--- src/rtl/dds_sine_gen.sv ---
// dds_sine_gen: DDS sine source with phase accumulator, quarter-wave ROM, sign reconstruction and amplitude scaling
// Ports:
//   clk, rst_n            clock, asynchronous active-low reset
//   en                    advance accumulator by the active tuning word
//   phase_clr             synchronous accumulator clear, overrides en
//   ftw/ftw_valid/ftw_ready  tuning-word handshake, one-entry pending register
//   phase_off             static phase offset added after the accumulator
//   amp                   unsigned amplitude scale (used only with DDS_AMP_SCALE_EN)
//   dout/dout_valid       signed sample and its enabled-cycle flag
//   wrap                  pulse aligned with the first sample of a new period
// Build option: define DDS_AMP_SCALE_EN to instantiate the amplitude multiplier;
// without it dout is the unscaled sample and amp is ignored.
module dds_sine_gen #(
    parameter int OUT_W   = 8,
    parameter int PHASE_W = 16,
    parameter int LUT_AW  = 6,
    parameter int AMP_W   = 8
) (
    input  logic                    clk,
    input  logic                    rst_n,
    input  logic                    en,
    input  logic                    phase_clr,
    input  logic [PHASE_W-1:0]      ftw,
    input  logic                    ftw_valid,
    output logic                    ftw_ready,
    input  logic [PHASE_W-1:0]      phase_off,
    input  logic [AMP_W-1:0]        amp,
    output logic signed [OUT_W-1:0] dout,
    output logic                    dout_valid,
    output logic                    wrap
);
    localparam int DEPTH = 2 ** LUT_AW;

    // Elaboration-time sine; the half-sample offset keeps every entry non-zero
    // so mirroring (~idx) and negation reproduce the full wave exactly.
    function automatic logic [OUT_W-2:0] rom_val(input int k);
        real x, t, s;
        x = 1.5707963267948966 * (real'(k) + 0.5) / real'(DEPTH);
        t = x;
        s = x;
        for (int n = 1; n < 12; n++) begin
            t = -t * x * x / real'((2 * n) * (2 * n + 1));
            s = s + t;
        end
        return (OUT_W-1)'($rtoi(s * real'(2 ** (OUT_W - 1) - 1) + 0.5));
    endfunction

    logic [OUT_W-2:0] rom [DEPTH];
    for (genvar i = 0; i < DEPTH; i++) begin : g_rom
        localparam logic [OUT_W-2:0] V = rom_val(i);
        assign rom[i] = V;
    end

    logic [PHASE_W-1:0]      acc_q, acc_d, act_q, act_d, pend_q, pend_d, sum, ph;
    logic                    full_q, full_d, carry, wrap_ev, accept, apply;
    logic [LUT_AW-1:0]       idx, addr_q, addr_d;
    logic                    neg1_q, neg2_q;
    logic [OUT_W-2:0]        rom_q;
    logic signed [OUT_W-1:0] s, dout_q, dout_d;
    logic [2:0]              vld_q;
    logic [3:0]              wrp_q;
    logic                    unused_ph;

    always_comb begin
        {carry, sum} = {1'b0, acc_q} + {1'b0, act_q};
        wrap_ev      = en && !phase_clr && carry;
        acc_d        = phase_clr ? '0 : en ? sum : acc_q;
        // A word accepted on a wrap cycle sees full_q=0 here, so it waits for the next event.
        accept       = ftw_valid && !full_q;
        apply        = full_q && (wrap_ev || act_q == '0 || !en || phase_clr);
        act_d        = apply ? pend_q : act_q;
        pend_d       = accept ? ftw : pend_q;
        full_d       = accept || (full_q && !apply);
        ph           = acc_q + phase_off;
        idx          = ph[PHASE_W-3 -: LUT_AW];
        addr_d       = ph[PHASE_W-2] ? ~idx : idx;
        s            = neg2_q ? -$signed({1'b0, rom_q}) : $signed({1'b0, rom_q});
    end

    // Phase bits below the ROM index are intentionally dropped.
    assign unused_ph = ^ph;

`ifdef DDS_AMP_SCALE_EN
    logic signed [OUT_W+AMP_W-1:0] prod;
    assign prod   = (OUT_W+AMP_W)'(s) * (OUT_W+AMP_W)'($signed({1'b0, amp}));
    assign dout_d = OUT_W'(prod >>> AMP_W);
`else
    logic unused_amp;
    assign unused_amp = ^amp;
    assign dout_d     = s;
`endif

    always_ff @(posedge clk or negedge rst_n) begin
        if (!rst_n) begin
            acc_q  <= '0;
            act_q  <= '0;
            pend_q <= '0;
            full_q <= 1'b0;
            addr_q <= '0;
            neg1_q <= 1'b0;
            rom_q  <= '0;
            neg2_q <= 1'b0;
            dout_q <= '0;
            vld_q  <= '0;
            wrp_q  <= '0;
        end else begin
            acc_q  <= acc_d;
            act_q  <= act_d;
            pend_q <= pend_d;
            full_q <= full_d;
            addr_q <= addr_d;
            neg1_q <= ph[PHASE_W-1];
            rom_q  <= rom[addr_q];
            neg2_q <= neg1_q;
            dout_q <= dout_d;
            // en tags the sample of the current accumulator value (3 stages);
            // the wrap carry tags the next value, hence one extra stage.
            vld_q  <= {vld_q[1:0], en};
            wrp_q  <= {wrp_q[2:0], wrap_ev};
        end
    end

    assign ftw_ready  = !full_q;
    assign dout       = dout_q;
    assign dout_valid = vld_q[2];
    assign wrap       = wrp_q[3];
endmodule

--- config.mk ---
export PLATFORM = sky130hd
export DESIGN_NAME = dds_sine_gen
export DESIGN_NICKNAME = d
export VERILOG_FILES = /design/src/rtl/dds_sine_gen.sv
export SDC_FILE = /design/constraint.sdc
export NUM_CORES = 1
export LEC_CHECK = 0
export CAP_MARGIN = 10
export CORE_MARGIN = 8
export CORE_UTILIZATION = 40
export DETAILED_ROUTE_END_ITERATION = 10
export DONT_BUFFER_PORTS = 1
export PLACE_DENSITY_LB_ADDON = 0.3
export SKIP_CTS_REPAIR_TIMING = 1
export SYNTH_ARGS = -nofsm -noshare
export SYNTH_HDL_FRONTEND = slang
export SYNTH_SLANG_ARGS = --single-unit
--- constraint.sdc ---
create_clock -name clk -period 3 [get_ports clk]
set_clock_uncertainty 0.2 [all_clocks]
set_input_delay 0.45 -clock clk [delete_from_list [all_inputs] [get_ports clk]]
set_output_delay 0.45 -clock clk [all_outputs]
set_load 0.005 [all_outputs]
### Word level (Yosys, flattened, before mapping)

Memory sizes are Yosys's and may differ from the RTL's. A register that Yosys moved wholly into a read port is not among the register bits.
Cells that the tools add are included.
Widths: inputs -> output; s select.

* add/subtract/negate cells: 3
* multiply operators: 0
* divide/modulo/power cells: 0
* $lt $le $gt $ge: 0
* eq/ne operators: 0
* shifts and indexed selects: 0
* multiplexer cells: 4
* bitwise operators: 2
* reductions and logical operators: 16

Operator list (count)
* $mux 16: 2
* $add 16x16->17: 1
* $add 16x16->16: 1
* $logic_not 16->1: 1
* $mux 8: 1
* $neg 7->8: 1
* $not 6->7: 1
* $mux 6: 1
* $not 6->6: 1
* $logic_and 1x1->1: 5
* $logic_not 1->1: 5
* $logic_or 1x1->1: 4
* $reduce_bool 2->1: 1

* register bits after elaboration: 72
* latch bits: 0
* memory bits (writable): 0
* bits in read-only memories: 448
* bits of input ports: 45
* output and inout bits: 11
* logic and storage cells: 36
* memories: 1

Memories
* (name not given): depth 64, bits a word 7, read ports 1, clocked after memory_dff 1, wr ports 0, line 113 `rom_q <= rom[addr_q];`

### Depth between registers and ports, before layout

* depth after elaboration: 10
* gate-level depth with buffers: 11
* gate-level depth less buffers: 10

### Least setup slack after synthesis

OpenSTA, ideal clock, no wires.

* kind: reg2reg
* start point: reg acc_q[0]
* end point: reg act_q[10]
* library setup time: 0.125 ns
* arrival: 2.200 ns
* data required time: 2.675 ns
* slack: 0.475 ns
* cell stages (with the launch flop): 12
* path buffers: 1
* path through: dfrtp_1 > ha_1 > inv_1 > fa_1 > nor2b_1 > o21ai_2 > a21boi_2 > o211ai_1 > nand3_2 > o21ai_4 > buf_12 > mux2_4

* longest elaborated chain between the ends: 6

RTL lines
* start, declared: line 54 `logic [PHASE_W-1:0] acc_q, acc_d, act_q, act_d, pend_q, pend_d, sum, ph;`
* start signal, assigned: line 95 `acc_q <= '0;`
* start signal, assigned: line 107 `acc_q <= acc_d;`
* $add 16x16->17: line 65 `{carry, sum} = {1'b0, acc_q} + {1'b0, act_q};`
* $logic_and 1x1->1: line 66 `wrap_ev = en && !phase_clr && carry;`
* $logic_or 1x1->1 (3 in series): line 70 `apply = full_q && (wrap_ev || act_q == '0 || !en || phase_clr);`
* $logic_and 1x1->1: line 70
* end signal, assigned: line 108 `act_q <= act_d;`
* end, declared: line 54

Every way passes these cells.
A chain may end at the register's enable or synchronous reset.

### Final worst setup path

* start point: reg acc_q[0]
* end point: reg acc_q[14]

* longest elaborated chain between the ends: 3

RTL lines
* $add 16x16->17: line 65
* $mux 16 (2 in series): line 67 `acc_d = phase_clr ? '0 : en ? sum : acc_q;`

Every way passes these cells. The select of a mux whose other input is x is not followed.

==> out/qor.csv <==
stage;metric;value;unit
run_status;outcome;finished, final reports clean;
clock_tree;clk_lat worst skew;0.34;ns
floorplan;chip height;124;microns
critical_path;crit path max fanout;4;
routing;final antenna-violating net count;0;
flow_run;Max-Cap Viols;0;
yosys;Seq cells post-synth;79;
sta;Highest Clock Rate;367;MHz
yosys;most frequent cell after synthesis;dfrtp_1;
sta;setup_tns;0;ns
worst_hold_path;Min-Delay Path Class;in -> reg;
finish;share of layout cells above drive strength 1;14.2;%
critical_path;kind of cell adding the most delay to the critical path;compound AO/OA/AOI/OAI gates;
global_routing;initial antenna violation count;0;
yosys;ys flop type;dfrtp_1;
floorplan;Initial Util;41.0;%
pwr;Lkg Pwr;2.31;nW
finish;diode count;0;
finish;nets;537;
floorplan;core box area;0.0115;sq mm
clock_tree;H-Tree Depth;3;
critical_path;crit path buf inv count;1;
yosys;area leader, netlist;dfrtp_1;
critical_path;Setup crit end kind;register;
yosys;Post-synth EDFFs;0;
critical_path;element type at the critical path start;register;
routing;vias per cell;5.49;
sta;Slew Limit Fails;0;
finish;Layout area overhead;10.6;%
clock_tree;clk buf depth;2;
yosys;cell count after synthesis;451;
yosys;asr flop ratio synth;100;%
yosys;Synth area leaders;dfrtp_1, ha_1, mux2_2;
routing;routed len/inst;15.8;microns
routing;Initial DRC Count;227;
routing;DRT Wirelength;9.47;mm
global_routing;GRT Resource Usage Total;12.3;%
placement;GP Congestion;0.844;
pwr;worst IR drop on VDD;0.578;mV
floorplan;Boundary Pins;56;
global_routing;first-pass GRT wire length;15.8;mm
routing;first drt pass iteration count;5;
critical_path;Worst EP required;3.03;ns
global_routing;grt ovf;0;
critical_path;CP Class;reg -> reg;
floorplan;row cnt;39;
floorplan;Total Die Area;0.0155;sq mm
yosys;Post-Syn Area;0.00471;sq mm
routing;DRC Markers;0;
yosys;Synth top area share;42.0;%
sta;Final Setup Violations;0;
critical_path;CP max-delay cell;fa_1;
global_routing;largest net degree at the start of global routing;80;
clock_tree;Clock Sink Count;79;
clock_tree;CTS tree;yes;
clock_tree;clock transition at the registers of the reported paths;0.07;ns
yosys;post-synth cell types;65;
yosys;warning count from the yosys run;0;
sta;Worst-Margin Slew;0.639;ns
sta;Final Hold Violating Endpoints;0;
critical_path;Crit path largest cell delay;0.40;ns
yosys;sequential area share after synthesis;42.0;%
yosys;Synth top cells by count;dfrtp_1, nor2_1, ha_1;
sta;RSZ-0062 raised after global routing;false;
finish;# fillers;1045;
clock_tree;root buffer cell;clkbuf_16;
placement;Final HPWL DP;7.02;mm
global_routing;vias in the first global route;3361;
placement;IO buf count;0;
routing;via count of the routed design;3297;
clock_tree;Num CTS Buffers;9;
yosys;syn nets;535;
floorplan;die width;124;microns
sta;Final period util;90.9;%
pwr;PwrDens;1140;mW/mm^2
pwr;Final Power;5.93;mW
sta;Final min period;2.73;ns
yosys;Avg Cell Area, Syn;10.4;sq um
critical_path;cell chain of the critical path;ha_1 > inv_1 > fa_1 > nor2b_1 > o21ai_2 > a21boi_2 > o21ai_0 > o21bai_1 > a311o_1 > nand3_1;
sta;Max-slew headroom;57.4;%
critical_path;WP data arrival;2.76;ns
report_power, final:
| group | switching, mW | leakage [nW] | internal [mW] |
|---|---|---|---|
| logic | 1.43 | 1.21 | 1.41 |
| clock network | 0.460 | 0.150 | 0.677 |
| registers | 0.452 | 0.950 | 1.51 |
registers in the layout, summed over array words and instances (netlist names), 3 cells and up:
register  cells
acc_q        16
pend_q       16
act_q        16
vld_q         3
addr_q        6
rom_q         7
dout          8
wrp_q         4
area by class of cell:
| cell class | count | area [sq um] | area share, % |
|---|---|---|---|
| multi-input cells | 339 | 2580 | 49.6 |
| flip-flops and latches | 79 | 1980 | 38.0 |
| clock buffers | 10 | 239 | 4.59 |
| well taps | 143 | 179 | 3.44 |
| repair buffers | 7 | 92.6 | 1.78 |
| clock inverters | 6 | 72.6 | 1.39 |
| inverters | 17 | 63.8 | 1.23 |
worst reg2reg max path, delay by kind of cell (launching register included):
kind                       cells  cell delay (ns)
DFF                            1             0.39
adders and majority gates      2             0.58
and+or+nand+nor                2             0.21
buffers and inverters          1             0.05
AOI/OAI and AO/OA              5             1.18
metal layers:
layer  part of all wire, %  global-route usage (%)  up-vias  wire length (microns)
li1                      -                       -     1643                      -
met1                    43                    13.5     1589                   4090
met2                    52                    21.9       59                   4930
met3                   3.6                    3.62        6                    343
met4                   1.1                    4.54        0                    106
met5                     0                       0        -                      0
cells by family after synthesis:
| group | Yosys count | synth area share [%] |
|---|---|---|
| AND/OR/NAND/NOR | 130 | 13.5 |
| XOR/XNOR | 25 | 4.94 |
| flip-flops | 79 | 42.0 |
| multiplexers | 42 | 11.2 |
| adder cells (fa/ha/maj) | 39 | 10.5 |
| buffers and inverters | 33 | 3.16 |
| AO/OA/AOI/OAI | 103 | 14.8 |
placed cells by master, fill, tap and decap left out, types with 3 or more instances in the layout:
cell,count
a211oi_1,6
a21o_1,4
a21oi_1,28
a31oi_1,3
clkbuf_16,9
dfrtp_1,79
dlygate4sd3_1,3
ha_1,38
inv_1,16
inv_6,3
mux2_2,24
mux2_4,10
mux2i_1,6
nand2_1,32
nand2b_1,6
nand3_1,10
nand3b_1,5
nand4_1,4
nor2_1,41
nor2b_1,8
nor3_1,5
nor3b_1,4
nor4_1,6
o211ai_1,6
o21a_1,4
o21ai_0,20
xnor2_1,19
xor2_1,5
per-stage QoR:
stage,setup WS (ns),hold WS [ns],utilization (%),cell area [sq um],cells
floorplan,0.475,-0.0456,-,4710,451
global placement,0.338,-0.0434,42.2,4840,581
detailed placement,0.276,-0.0433,42.2,4840,581
CTS,0.283,-0.415,44.9,5150,597
global route,0.00357,0.00496,45.4,5200,601
finish,0.272,0.0150,45.4,5200,601
final timing paths:
path	from	endpoint	slack, ns	cells after the start
worst min register to register	wrp_q[0]	wrp_q[1]	0.15	0
worst max-delay path	acc_q[0]	acc_q[14]	0.27	10
worst max register to register	acc_q[0]	acc_q[14]	0.27	10
min in group asynchronous	rst_n	dout[0]	0.46	2
worst min-delay path	phase_clr	acc_q[15]	0.01	1
max in group asynchronous	rst_n	act_q[3]	1.82	2
(Power assumes the default switching activity.)
